**src/rtl/pa_iu_ag_pkg.sv**
```systemverilog
// pa_iu_ag_pkg: shared widths, defaults and LSU result buffer states for the EX1 AG arbiter
package pa_iu_ag_pkg;
  localparam int DW = 32;
  localparam int STARVE_MAX_DEF = 3;
  localparam int CNT_W_DEF = 3;
  typedef enum logic {L_IDLE = 1'b0, L_FULL = 1'b1} lsu_st_e;
endpackage

```
**src/rtl/pa_iu_ag_arb_starve_cnt.sv**
```systemverilog
// pa_iu_ag_arb_starve_cnt: saturating LSU-denied counter with threshold flag
module pa_iu_ag_arb_starve_cnt #(
  parameter int CNT_W = 3,
  parameter int STARVE_MAX = 3
) (
  input  logic i_clk,
  input  logic i_rst,
  input  logic i_inc,
  input  logic i_clr,
  output logic o_hit
);
  logic [CNT_W-1:0] r_cnt;
  always_ff @(posedge i_clk or posedge i_rst)
    if (i_rst) r_cnt <= '0;
    else r_cnt <= i_clr ? '0 : (i_inc && r_cnt != '1) ? r_cnt + 1'b1 : r_cnt;
  assign o_hit = r_cnt >= CNT_W'(STARVE_MAX);
endmodule

```
**src/rtl/pa_iu_ag_arb.sv**
```systemverilog
// pa_iu_ag_arb: arbitrates the shared EX1 adder between BJU and LSU, captures results,
// and forces LSU priority after STARVE_MAX consecutive denials.
module pa_iu_ag_arb import pa_iu_ag_pkg::*; #(
  parameter int STARVE_MAX = STARVE_MAX_DEF,
  parameter int CNT_W = CNT_W_DEF
) (
  input  logic          cpuclk,
  input  logic          cpurst,
  input  logic          ifu_iu_flush,
  input  logic          bju_ag_req_vld,
  input  logic          bju_ag_req_use_pc,
  input  logic [DW-1:0] bju_ag_req_src0,
  input  logic [DW-1:0] bju_ag_req_imm,
  input  logic [DW-1:0] bju_ag_req_pc,
  output logic          bju_ag_req_rdy,
  input  logic          lsu_ag_req_vld,
  input  logic [DW-1:0] lsu_ag_req_base,
  input  logic [DW-1:0] lsu_ag_req_offset,
  output logic          lsu_ag_req_rdy,
  output logic [DW-1:0] ag_adder_rs1,
  output logic [DW-1:0] ag_adder_rs2,
  output logic          ag_adder_bju_sel,
  output logic          ag_adder_lsu_wb,
  input  logic [DW-1:0] ag_adder_res,
  output logic          ag_bju_rslt_vld,
  output logic [DW-1:0] ag_bju_rslt,
  output logic          ag_lsu_rslt_vld,
  output logic [DW-1:0] ag_lsu_rslt,
  input  logic          lsu_ag_rslt_rdy
);
  lsu_st_e       r_lsu_st;
  logic          r_bju_vld;
  logic [DW-1:0] r_bju_rslt, r_lsu_rslt;
  logic          w_bju_req, w_lsu_hold, w_lsu_elig, w_lsu_gnt, w_bju_gnt, w_starve;
  // a flushed BJU request no longer competes, so a pending LSU request takes the adder
  assign w_bju_req  = bju_ag_req_vld & ~ifu_iu_flush;
  assign w_lsu_hold = (r_lsu_st == L_FULL) & ~lsu_ag_rslt_rdy;
  assign w_lsu_elig = lsu_ag_req_vld & ~w_lsu_hold;
  assign w_lsu_gnt  = w_lsu_elig & (~w_bju_req | w_starve);
  assign w_bju_gnt  = w_bju_req & ~w_lsu_gnt;
  pa_iu_ag_arb_starve_cnt #(.CNT_W(CNT_W), .STARVE_MAX(STARVE_MAX)) u_starve (
    .i_clk(cpuclk),
    .i_rst(cpurst),
    .i_inc(w_lsu_elig & ~w_lsu_gnt),
    .i_clr(w_lsu_gnt | ~lsu_ag_req_vld | ifu_iu_flush),
    .o_hit(w_starve)
  );
  assign bju_ag_req_rdy   = w_bju_gnt;
  assign lsu_ag_req_rdy   = w_lsu_gnt;
  assign ag_adder_bju_sel = w_bju_gnt;
  assign ag_adder_lsu_wb  = w_lsu_gnt;
  assign ag_adder_rs1 = w_lsu_gnt ? lsu_ag_req_base :
                        w_bju_gnt ? (bju_ag_req_use_pc ? bju_ag_req_pc & ~DW'(1) : bju_ag_req_src0) : '0;
  assign ag_adder_rs2 = w_lsu_gnt ? lsu_ag_req_offset : w_bju_gnt ? bju_ag_req_imm : '0;
  always_ff @(posedge cpuclk or posedge cpurst)
    if (cpurst) begin
      r_bju_vld  <= 1'b0;
      r_bju_rslt <= '0;
    end else begin
      r_bju_vld <= w_bju_gnt;
      if (w_bju_gnt) r_bju_rslt <= ag_adder_res & ~DW'(1);
    end
  // single-entry LSU buffer; a draining entry may be replaced in the same cycle
  always_ff @(posedge cpuclk or posedge cpurst)
    if (cpurst) begin
      r_lsu_st   <= L_IDLE;
      r_lsu_rslt <= '0;
    end else if (w_lsu_gnt) begin
      r_lsu_st   <= L_FULL;
      r_lsu_rslt <= ag_adder_res;
    end else if (lsu_ag_rslt_rdy) r_lsu_st <= L_IDLE;
  assign ag_bju_rslt_vld = r_bju_vld;
  assign ag_bju_rslt     = r_bju_rslt;
  assign ag_lsu_rslt_vld = r_lsu_st == L_FULL;
  assign ag_lsu_rslt     = r_lsu_rslt;
endmodule

```
**config.mk**
```make
export PLATFORM = sky130hd
export DESIGN_NAME = pa_iu_ag_arb
export DESIGN_NICKNAME = d
export VERILOG_FILES = /design/src/rtl/pa_iu_ag_pkg.sv /design/src/rtl/pa_iu_ag_arb_starve_cnt.sv /design/src/rtl/pa_iu_ag_arb.sv
export SDC_FILE = /design/constraint.sdc
export NUM_CORES = 1
export LEC_CHECK = 0
export CELL_PAD_IN_SITES_DETAIL_PLACEMENT = 0
export CELL_PAD_IN_SITES_GLOBAL_PLACEMENT = 1
export CORE_MARGIN = 2
export CORE_UTILIZATION = 25
export CTS_CLUSTER_SIZE = 25
export DETAILED_ROUTE_END_ITERATION = 10
export PLACE_DENSITY = 0.84
export SLEW_MARGIN = 20
export SYNTH_ARGS = -nofsm -noshare
export SYNTH_HDL_FRONTEND = slang
export SYNTH_SLANG_ARGS = --single-unit
```
**constraint.sdc**
```tcl
create_clock -name cpuclk -period 3.8 [get_ports cpuclk]
set_input_delay 0.76 -clock cpuclk [delete_from_list [all_inputs] [get_ports cpuclk]]
set_output_delay 0.76 -clock cpuclk [all_outputs]
set_load 0.05 [all_outputs]
```
==> key figures <==
Clock network
  – CTS clock-pin slew for the worst setup and hold paths: ~0.050 ns
  – Root buf cell: clkbuf_16
  – CTS Hold Bufs: 0
  – Post-CTS setup buffers: 0
  – CTS tree: done
  – Post_cts resized: 0
  – Clock Sinks: 68
  – Skew-Pair Late Insertion Delay: ~0.33 ns
  – H-tree Lvls: 3
  – Maximum clock insertion buffer count: 2
  – Number of buffers created by CTS: 9

Critical path
  – Slowest-stage cell, CP: dfrtp_1
  – CP required: 3.04 ns
  – CP most frequent cell: ha_1
  – Max incr delay on CP: 0.43 ns
  – Worst Reg-to-Reg Cells: 9
  – Crit Path Class: register to primary output
  – CP max FO: 23
  – CP Cell Sequence: ha_1 > ha_1 > a211o_1 > o211ai_1 > buf_4 > mux2i_1 > buf_12
  – CP arrival: 2.90 ns
  – Setup crit start kind: register
  – Nature of the critical path endpoint: primary output

Floorplan
  – Die area: roughly 18000 um2
  – Chip width: ~130 um
  – Initial Utilization: 25.3%
  – Num rows: 47
  – I/O pin count: 333
  – Die height: 133 um
  – Core area: 16500 um2

Power and ir drop
  – Combinational power share: 48.0%
  – PwrDens: 407 nW/um2
  – Clock Power Share: 25.4%
  – Psw: 1.29 mW
  – Internal power component: 2.08 mW
  – Maximum VDD drop: roughly 0.22 mV
  – Seq pwr share: 26.6%
  – Leak pwr: 3.74 nW
  – Switch share: a little under two fifths

Routing
  – Post-DR wirelength/cell: 15.7 um
  – Post-DR vias/cell: 4.30
  – Via count: 3999
  – Met3 Wirelength: 1140 um
  – Drc violations: 0
  – Post-route ant nets: 0
  – DRT Wirelength: between 10000 and 15000 um
  – DR pass1 iterations: 4
  – DR iter-0 viols: 80
  – Metal-1 WL: between 5000 and 6000 um
  – Met2 WL: 7620 um
  – Top Layer Used: met4

Logic synthesis
  – Async set-reset flop share out of synthesis: 100%
  – Post-Syn Nets: 583
  – Number of synthesized flops with an enable pin: 0
  – Top_reg_cell synth: dfrtp_1
  – Register area share after synthesis: 40.8%
  – Post-Synthesis Cells: 381
  – Synth Area in Simple Gates: between 7 and 8%
  – Yosys warns: 0
  – Adder-cell share of the synthesized area: 0.900%
  – Cell variety after synth: 28
  – Synth Area in Compound Gates: 1.56%
  – Synth Area in XOR/XNOR: 0%
  – Main combinational cell family by area after synthesis: multiplexers
  – Post-synthesis cell area: about 4200 um2
  – Synth Area per Inst: 10.9 um2
  – Synthesis-stage register bit count: 68
  – Mux cell area share after synthesis: 41.5%

STA
  – Tcrit/Tclk final: a little over nine tenths
  – Total negative setup slack: 0 ns
  – Final Hold Viols: 0
  – RSZ-0062 raised after global routing: no
  – Period minus WS final: 3.66 ns
  – Max transition margin: 43.7%
  – Final worst slack: 0.139 ns
  – Fmax: 273 MHz
  – Slew Viols, Final: 0
  – Clock Skews: a little over 0.004 ns
  – Worst-margin pin slew: 0.845 ns
  – Final Setup Violations: 0

Global routing
  – Remaining Overflow, GRT: 0
  – Largest net degree at the start of global routing: 69
  – Total track usage: 16.2%
  – Vias in the first global route: 4379
  – Antenna violations before repair: 0
  – First-pass GRT wire length: roughly 23000 um

Run
  – Max Cap Violations: 0

Layout
  – NumNets Final: 907
  – Share of layout cells above drive strength 1: between 20% and 30%
  – Layout area overhead: 98.5%
  – Fillers: 1448
  – Ant diodes: 0

Status
  – Status: complete, no violations

Hold path
  – Hold path depth: 1
  – Worst Hold Class: register to register

Placed design
  – Port bufs: 330
  – GP Congestion: 0.875
  – Detailed Place HPWL: 11800 um
  – Dpl ws: 0.218 ns
==> layout make-up <==
cell class / count / area [um2] / area share (%)
Inverter: 36 / 138 / 1.66
Tap cell: 220 / 275 / 3.32
Multi-Input combinational cell: 249 / 2180 / 26.3
Clock buffer: 11 / 253 / 3.05
Clock inverter: 5 / 58.8 / 0.710
Sequential cell: 68 / 1700 / 20.6
Timing Repair Buffer: 341 / 3670 / 44.4
==> cell families (layout without fill, tap and decap cells) <==
group	Yosys count	count (layout)
buffers and inverters	64	393
muxes	158	158
adders and majority gates	3	3
and+or+nand+nor	78	78
AOI/OAI and AO/OA	9	9
DFF	68	68
other	1	1
==> worst max-delay path: cells and delay by family (launching register included) <==
kind                     cells  cell delay, ns
AO/OA/AOI/OAI                2            0.64
buffers and inverters        2            0.61
flip-flops                   1            0.43
multiplexers                 1            0.41
adder cells (fa/ha/maj)      2            0.47
==> registers in the layout, indices dropped and copies added, names as in the netlist <==
name / count
ag_bju_rslt: 31
ag_bju_rslt_vld: 1
ag_lsu_rslt: 32
ag_lsu_rslt_vld: 1
u_starve.r_cnt: 3
==> synthesized netlist by cell type (2+ instances only) <==
cell	count	area, um2
nand2b_1	3	18.8
nand2_1	33	124
mux2_4	8	120
clkbuf_1	8	30.0
dfrtp_1	68	1700
a31oi_1	3	18.8
o21ai_0	2	10.0
nor2_1	32	120
nand4_1	4	25.0
inv_1	35	131
mux2i_1	63	631
ha_1	3	37.5
nor2b_1	2	12.5
buf_2	8	40.0
mux2_2	86	968
buf_4	11	82.6
==> placed cells by master (no fill, tap or decap) <==
cell / n
nor4bb_1: 1
nor3b_1: 1
buf_4: 42
ha_1: 3
a31oi_4: 1
nor3_1: 1
mux2i_1: 63
inv_1: 34
nor4b_1: 1
mux2_2: 86
nor2b_2: 1
a211oi_1: 1
o21ai_0: 2
clkdlybuf4s50_1: 261
clkinvlp_4: 2
conb_1: 1
nand2b_1: 3
inv_4: 1
buf_12: 37
nor2b_1: 1
a31oi_1: 3
nor2_1: 32
a211o_1: 1
dfrtp_1: 68
clkbuf_16: 9
mux2_4: 8
inv_2: 1
nand2_1: 33
mux2_1: 1
clkbuf_8: 2
clkinv_2: 1
o211ai_1: 1
inv_6: 1
bufinv_16: 1
buf_2: 1
nand4_1: 4
==> final timing paths <==
kind / endpoint / slack (ns) / from
worst min-delay path: ag_lsu_rslt[1] / 0.51 / ag_lsu_rslt[1]
worst max-delay path: ag_adder_rs2[24] / 0.14 / u_starve.r_cnt[0]
worst min register to register: ag_lsu_rslt[1] / 0.51 / ag_lsu_rslt[1]
max in group asynchronous: ag_lsu_rslt[9] / 2.25 / cpurst
worst max register to register: ag_lsu_rslt[21] / 0.89 / u_starve.r_cnt[0]
min in group asynchronous: ag_bju_rslt[29] / 1.01 / cpurst
==> through the flow <==
| stage | total power [mW] | hold WS, ns | cells | utilization, % | cell area [um2] |
|---|---|---|---|---|---|
| after detailed placement | 2.54 | 0.493 | 914 | 48.4 | 7970 |
| after CTS | 3.40 | 0.508 | 930 | 50.3 | 8280 |
| final | 3.37 | 0.506 | 930 | 50.3 | 8280 |
| after floorplan | 1.83 | 0.570 | 381 | - | 4170 |
| after global routing | 3.50 | 0.512 | 930 | 50.3 | 8280 |
| after global placement | 2.51 | 0.471 | 914 | 48.4 | 7970 |
==> power by group through the flow <==
stage | clock, mW | sequential, mW | combinational (mW)
2_1_floorplan | 0 | 1.31 | 0.527
3_3_place_gp | 0 | 0.902 | 1.61
3_5_place_dp | 0 | 0.909 | 1.63
4_1_cts | 0.876 | 0.898 | 1.63
5_1_grt | 0.902 | 0.912 | 1.68
6_report | 0.857 | 0.897 | 1.62
==> routing by layer <==
layer	track usage [%]	up-vias
met4	4.61	0
met2	30.4	189
met1	17.7	1854
li1	-	1935
met5	0	-
met3	4.87	21
Note: power is estimated with default switching activity, not from simulation.
==> RTL edit: new RTL, same flow settings <==
The package constant `CNT_W_DEF` goes from 3 to 6.
--- a/src/rtl/pa_iu_ag_pkg.sv
+++ b/src/rtl/pa_iu_ag_pkg.sv
@@ -4,3 +4,3 @@
   localparam int STARVE_MAX_DEF = 3;
-  localparam int CNT_W_DEF = 3;
+  localparam int CNT_W_DEF = 6;
   typedef enum logic {L_IDLE = 1'b0, L_FULL = 1'b1} lsu_st_e;
Check against the original RTL: no difference found for any inputs over 10 cycles, from zero or initial values and one cycle with cpurst high; that may be too few to reach the edited logic, so the function may still have changed.
==> RTL edit against the original RTL <==
  * Sequential cell count up 3
  * Worst setup slack improved by 150 ps
  * Area after synthesis is 2.0% lower
  * Critical path depth did not move
  * First-iteration DRC count rose by 57%
  * Power increased by 1.5%
  * Synthesized cell count is 3.9% higher
  * Final area is 2.4% higher
  * Wire length increased by 15%
  * Critical endpoint is now ag_adder_rs2[3]
==> RTL edit: results <==
critical_path:
  cp_slowest_stage_delay_ps: 540
  critPathSlowestCell: "buf_4"
  cp.arrival_ps: 2750
  crit_family: "buffers and inverters"
  worstPathMaxFanout: 65
clocking:
  htree_levels: 3
  ctsResizeCount: 0
  clk_path_buf_depth: 2
  worstSkewPairLatency_ps: 320
  cts-root-buf: "clkbuf_16"
  path_clk_slew_ps: 50
  post_cts_buffers: 0
  cts_made_buffers: 9
pwr:
  power.leakage_nw: 3.46
  peakVddDrop_uv: 469
  p_int_mw: 2.07
  comb-power_mw: 1.74
  pwr-share-seq: 0.274
global_route:
  antenna_found_initial: 2
  grtUsageTotal: 0.188
  grt_pass1_vias: 4664
  grt_pass1_wl_mm: 26.2
  grt_max_degree: 72
timing:
  worst_pin_slew_ps: 871
  skew_ps: 5.45
  finalSetupTns_ps: 0
place:
  place.gp.congestion: 0.857
  numPortBuffers: 330
  place_hpwl_mm: 13.1
  place_area_um2: 8200
routing:
  wire_per_inst_um: 18.0
  dr.first_iter.drc_count: 126
  vias_per_cell: 4.69
final_layout:
  largest_register_ffs: 32
  nFillCells: 1408
  drive_above_1_share: 0.232
  nets: 907
hold_path:
  hold_path_class: "flop to flop"
synthesis:
  synth_nets: 596
  async_reset_ff_frac: 1.00
  yosys_warnings: 0
  yosys-top-cells-area: "dfrtp_1, mux2_2, nand3_1"
  synth_commonest_cells: "dfrtp_1, nand3_1, mux2_2"
  synthDistinctLibCells: 30
  yosysSeqAreaShare: 0.435
outcome:
  status: "finished clean"
==> RTL edit: changes by cell type in the layout (fill, tap and decap cells not counted), moves of 4 or more <==
| cell | before | now |
|---|---|---|
| nand4_1 | 4 | 0 |
| o21ai_0 | 2 | 33 |
| inv_1 | 34 | 1 |
| and2_1 | 0 | 4 |
| mux2_4 | 8 | 15 |
| buf_12 | 37 | 67 |
| mux2i_1 | 63 | 31 |
| o31ai_1 | 0 | 31 |
| nor2_1 | 32 | 2 |
| nand3_1 | 0 | 65 |
| mux2_2 | 86 | 47 |
| buf_4 | 42 | 12 |
==> RTL edit: layout make-up <==
type,instances,area share
diodes,2,0.000591
clock buffers,10,0.0270
clock inverters,6,0.00443
inverters,3,0.00133
multi-input cells,281,0.247
flip-flops and latches,71,0.210
well taps,216,0.0319
repair buffers,341,0.478
==> RTL edit: final timing paths <==
path	from	end	slack [ps]	cells past startpoint
hold / removal	ag_bju_rslt[26]	ag_bju_rslt[26]	500	1
setup reg to reg	u_starve.r_cnt[0]	ag_bju_rslt[20]	1870	6
min in group asynchronous	cpurst	ag_bju_rslt[2]	1030	3
max in group asynchronous	cpurst	ag_bju_rslt[28]	2220	3
hold reg to reg	ag_bju_rslt[26]	ag_bju_rslt[26]	500	1
setup / recovery	lsu_ag_rslt_rdy	ag_adder_rs2[3]	290	7
==> RTL edit: worst reg2reg max path: stages (launching register included) <==
cell and delay [ps]:
dfrtp_1 370, ha_1 170, nor2_1 70, and3_1 220, a21oi_4 140, buf_4 410
mux2_2 430
==> RTL edit: metrics by stage <==
step | setup slack (ps) | total power [mW] | instances | hold WS, ps | util
2_1_floorplan | 247 | 1.89 | 396 | 454 | -
3_3_place_gp | 325 | 2.68 | 912 | 474 | 0.515
3_5_place_dp | 293 | 2.70 | 912 | 484 | 0.515
4_1_cts | 288 | 3.46 | 928 | 501 | 0.531
5_1_grt | 128 | 3.56 | 930 | 510 | 0.532
6_report | 286 | 3.42 | 930 | 495 | 0.532
==> RTL edit: per-layer routing <==
metal,vias up,track usage,wire [µm]
met5,-,0,0
met4,0,0.0767,475
met3,33,0.0604,1380
met2,213,0.327,8270
met1,2078,0.212,6650
li1,2042,-,-
==> RTL edit: kinds of logic (layout without fill, tap and decap cells) <==
family,count (synthesis),after routing,share of synthesized area
adder cells (fa/ha/maj),1,1,0.00306
AND/OR/NAND/NOR,118,118,0.141
other,1,3,0.000917
AO/OA/AOI/OAI,67,67,0.102
multiplexers,94,94,0.263
flip-flops,71,71,0.435
buffers and inverters,44,360,0.0551
